`config.mk`:
```
export PLATFORM = sky130hd
export DESIGN_NAME = alu
export DESIGN_NICKNAME = d
export VERILOG_FILES = /design/src/rtl/alu_pkg.sv /design/src/rtl/alu_addsub.sv /design/src/rtl/alu.sv
export SDC_FILE = /design/constraint.sdc
export NUM_CORES = 1
export LEC_CHECK = 0
export ABC_AREA = 1
export BUFFER_PORTS_ARGS = -buffer_cell sky130_fd_sc_hd__buf_4
export CORE_MARGIN = 3
export CORE_UTILIZATION = 23
export CTS_BUF_LIST = sky130_fd_sc_hd__clkbuf_8
export CTS_CLUSTER_SIZE = 14
export DETAILED_ROUTE_END_ITERATION = 8
export PLACE_DENSITY_LB_ADDON = 0.15
export SLEW_MARGIN = 20
export SYNTH_ARGS = -nofsm -noshare
export SYNTH_HDL_FRONTEND = slang
export SYNTH_HIERARCHICAL = 1
export SYNTH_SLANG_ARGS = --single-unit
```
`constraint.sdc`:
```
create_clock -name clk -period 3.81 [get_ports clk]
set_input_delay 0.1905 -clock clk [delete_from_list [all_inputs] [get_ports clk]]
set_output_delay 0.1905 -clock clk [all_outputs]
set_load 0.02 [all_outputs]
```
`src/rtl/alu_pkg.sv`:
```
// alu_pkg: opcode encodings, datapath width and the
// result bundle shared by the ALU top and its adder.
package alu_pkg;

  localparam int ALU_W = 8;

  localparam logic [2:0] OP_ADD = 3'b000;
  localparam logic [2:0] OP_SUB = 3'b001;
  localparam logic [2:0] OP_AND = 3'b010;
  localparam logic [2:0] OP_OR  = 3'b011;
  localparam logic [2:0] OP_XOR = 3'b100;
  localparam logic [2:0] OP_NOT = 3'b101;
  localparam logic [2:0] OP_SHL = 3'b110;
  localparam logic [2:0] OP_SHR = 3'b111;

  typedef struct packed {
    logic [ALU_W-1:0] z;
    logic             cout;
    logic             ov;
  } alu_res_t;

endpackage

```
`src/rtl/alu_addsub.sv`:
```
// alu_addsub: 8-bit adder, sub=1 computes a+~b+1.
// Ports: a, b, sub in; sum, cout, ov (signed overflow) out.
module alu_addsub
  import alu_pkg::*;
(
  input  logic [ALU_W-1:0] a,
  input  logic [ALU_W-1:0] b,
  input  logic             sub,
  output logic [ALU_W-1:0] sum,
  output logic             cout,
  output logic             ov
);

  logic [ALU_W-1:0] b_eff;
  logic [ALU_W:0]   full;

  always_comb begin
    b_eff = sub ? ~b : b;
    full  = {1'b0, a} + {1'b0, b_eff} + {{ALU_W{1'b0}}, sub};
    sum   = full[ALU_W-1:0];
    cout  = full[ALU_W];
    // same-sign operands into the adder, different-sign sum
    ov    = (a[ALU_W-1] == b_eff[ALU_W-1]) &&
            (sum[ALU_W-1] != a[ALU_W-1]);
  end

endmodule

```
`src/rtl/alu.sv`:
```
// alu: 8-bit ALU, registered z/ov/cout/sign, 1-cycle latency.
// Ports: clk, rst (sync, active-high), a, b, op in; z, ov, cout, sign out. SHL/SHR built only with ALU_SHIFT_EN.
module alu
  import alu_pkg::*;
(
  input  logic             clk,
  input  logic             rst,
  input  logic [ALU_W-1:0] a,
  input  logic [ALU_W-1:0] b,
  input  logic [2:0]       op,
  output logic [ALU_W-1:0] z,
  output logic             ov,
  output logic             cout,
  output logic             sign
);

  logic [ALU_W-1:0] as_sum;
  logic             as_cout;
  logic             as_ov;

  alu_addsub u_addsub (
    .a    (a),
    .b    (b),
    .sub  (op == OP_SUB),
    .sum  (as_sum),
    .cout (as_cout),
    .ov   (as_ov)
  );

  alu_res_t         res_d;
  logic [ALU_W-1:0] z_d, z_q;
  logic             ov_d, ov_q;
  logic             cout_d, cout_q;
  logic             sign_d, sign_q;

  always_comb begin
    res_d = '0;
    unique case (op)
      OP_ADD,
      OP_SUB: begin
        res_d.z    = as_sum;
        res_d.cout = as_cout;
        res_d.ov   = as_ov;
      end
      OP_AND: res_d.z = a & b;
      OP_OR:  res_d.z = a | b;
      OP_XOR: res_d.z = a ^ b;
      OP_NOT: res_d.z = ~a;
`ifdef ALU_SHIFT_EN
      OP_SHL: begin
        res_d.z    = {a[ALU_W-2:0], 1'b0};
        res_d.cout = a[ALU_W-1];
      end
      OP_SHR: begin
        res_d.z    = {1'b0, a[ALU_W-1:1]};
        res_d.cout = a[0];
      end
`else
      OP_SHL, OP_SHR: res_d = '0;
`endif
      default: res_d = '0;
    endcase
    z_d    = res_d.z;
    ov_d   = res_d.ov;
    cout_d = res_d.cout;
    sign_d = res_d.z[ALU_W-1];
  end

  always_ff @(posedge clk) begin
    if (rst) begin
      z_q    <= '0;
      ov_q   <= 1'b0;
      cout_q <= 1'b0;
      sign_q <= 1'b0;
    end else begin
      z_q    <= z_d;
      ov_q   <= ov_d;
      cout_q <= cout_d;
      sign_q <= sign_d;
    end
  end

  assign z    = z_q;
  assign ov   = ov_q;
  assign cout = cout_q;
  assign sign = sign_q;

endmodule

```
==> impl_results.md <==
* Yosys warnings at 6
* Cts bufs inserted at 3
* Synth Area in XOR/XNOR at 9.12%
* Vert. Die Dim at about 85 um
* Cells after synthesis at 207
* Largest family of logic cells by synthesized area: simple AND/OR/NAND/NOR gates
* VDD IR max at 0.155 mV
* Clock transition at the registers of the reported paths at 0.04 ns
* Critical path launch point type: input pin
* Pwr/cell area at ~250 mW/mm^2
* Post-synthesis mux area share at 0%
* CTS tree: done
* Max Cap Viol at 0
* Synth Cell Area at roughly 0.0014 sq mm
* Root buffer cell: clkbuf_8
* Port Buf Inserts at 31
* Setup TNS at 0 ns
* Mapped Nets at 252
* Unrepaired setup endpoints after global routing: false
* Vias in the first global route at 1294
* Horiz. Die Dim at ~85 um
* CP max FO at 19
* Drt drc at 0
* Final setup vio count at 0
* Outcome: completed
* DP HPWL at roughly 3000 um
* DR pass1 iterations at 4
* Crit Path Class: in -> reg
* Vias/cell at ~4.2
* Flip-flop and latch count after synthesis at 10
* Tmin final at about 2.6 ns
* Leakage at 0.000975 uW
* First-pass GRT wire length at 6200 um
* WP data required at 3.93 ns
* Via count at 1300
* Area grow syn2layout at 23.5%
* Num ports at 32
* Yosys top cell by area: ha_1
* Synthesized area per cell at 6.89 sq um
* Ant diodes at 0
* FP Rows at 28
* Synth top area share at 20.2%
* H-tree depth at 1
* Starting Density at 23.9%
* Largest net degree at the start of global routing at 20
* Number of DRC markers in iteration 0 at 38
* Total power at 444 uW
* Core ar. at between 0.005 and 0.006 sq mm
* Aggregate global-route resource usage at 10.7%
* Top cells by area, synth: ha_1 20%, dfxtp_1 14%, inv_1 11%
* WL final at 3560 um
* Post-synthesis simple-gate area fraction at 34.6%
* Worst-margin pin slew at roughly 0.41 ns
* Setup Buffers After CTS at 0
* Reg area at 200 sq um
* Hold-fix buffers, CTS at 0
* Area occupied by multi-input gates at 0.00102 sq mm
* # clock sinks at 10
* Worst Setup End Kind: flop
* Seq/Total Area, Yosys at 14.0%
* Final Hold Vio Count at 0
* Detail Route Antenna Nets at 0
* Compound-Gate Fraction of Synth Area at 6.14%
* Worst hold margin at 0.137 ns
* Ratio of cells with drive above 1 in the final layout at between 20% and 30%
* Worst Hold Class: in -> reg
* Initial antenna violation count at 0
* Most common cell after layout, fill and taps aside: inv_1
* Synth Area in Adders at 21.6%
* Gr ovfl total at 0
* Die Footprint at approximately 0.0072 sq mm
* Fin nets at 283
* Clock tree buffer depth at 2
* Slew HR at 72.4%
* Synth cell types at 25
* Maximum clock frequency at approximately 390 MHz
* Final Cycle Share at 68.0%
* Wirelength per Cell at between 10 and 15 um
* Crit path DAT at 2.71 ns
* Gpl congestion at 0.764
* Final max-slew violation count at 0
* Most frequent cells in the layout: 40 x inv_1, 32 x buf_4, 30 x nand2_1, 23 x ha_1, 20 x nor2_1
* Core Util, Final at roughly 30%
* Resize count post-CTS at 0
* Fill cell count at 691
==> metal layers <==
metal	track usage (%)	share of wire, %
met5	0	0
met4	3.45	1.4
met3	1.28	3.6
met2	18.0	46
met1	14.1	49
==> power breakdown <==
part           switching (uW)  total [uW]  internal, uW
combinational             119         201          81.8
sequential               2.11         115           113
clock                    37.4         128          90.5
total                     159         444           285
==> worst max-delay path: stages <==
cell,delay [ns]
buf_4,0.19
inv_1,0.19
nand2_4,0.17
nor2_1,0.37
buf_4,0.23
xnor2_1,0.13
fa_1,0.46
o21ai_1,0.28
a21oi_1,0.12
xor2_1,0.15
o21ai_0,0.17
nor2_1,0.06
==> path summary, 6_finish.rpt <==
kind	start	end	slack, ns	depth (start not counted)
min	rst	cout	0.14	2
max	op[2]	z[6]	1.22	12
==> cells in the mapped netlist (all sizes together) <==
cell type / count
xnor2: 2
nor3b: 2
inv: 41
nor2: 24
o21bai: 1
nand2: 39
dfxtp: 10
o21ai: 12
xor2: 12
a21oi: 4
nand3: 19
ha: 23
nand4: 10
nor3: 1
buf: 6
fa: 1
==> through the flow <==
stage          cell area, sq um  setup slack [ns]  cells
6_report                   1760              1.22    312
5_1_grt                    1760             0.936    312
4_1_cts                    1760              1.22    312
3_5_place_dp               1710             0.981    308
3_3_place_gp               1710              1.01    308
2_1_floorplan              1430              1.54    207
==> registers in the layout, indices dropped and copies added (netlist names) <==
signal,count
cout,1
ov,1
z,8
==> final cells by class <==
type	instances	area share, %
clock buffers	4	3.12
inverters	41	8.74
multi-input cells	150	57.8
flip-flops and latches	10	11.4
well taps	75	5.33
repair buffers	32	13.6
==> cells by family (layout without fill, tap and decap cells) <==
group	Yosys count	count (layout)
buffers and inverters	47	77
adder cells (fa/ha/maj)	24	24
XOR/XNOR	14	14
flip-flops	10	10
AO/OA/AOI/OAI	17	17
AND/OR/NAND/NOR	95	95
Note: power is estimated with default switching activity, not from simulation.
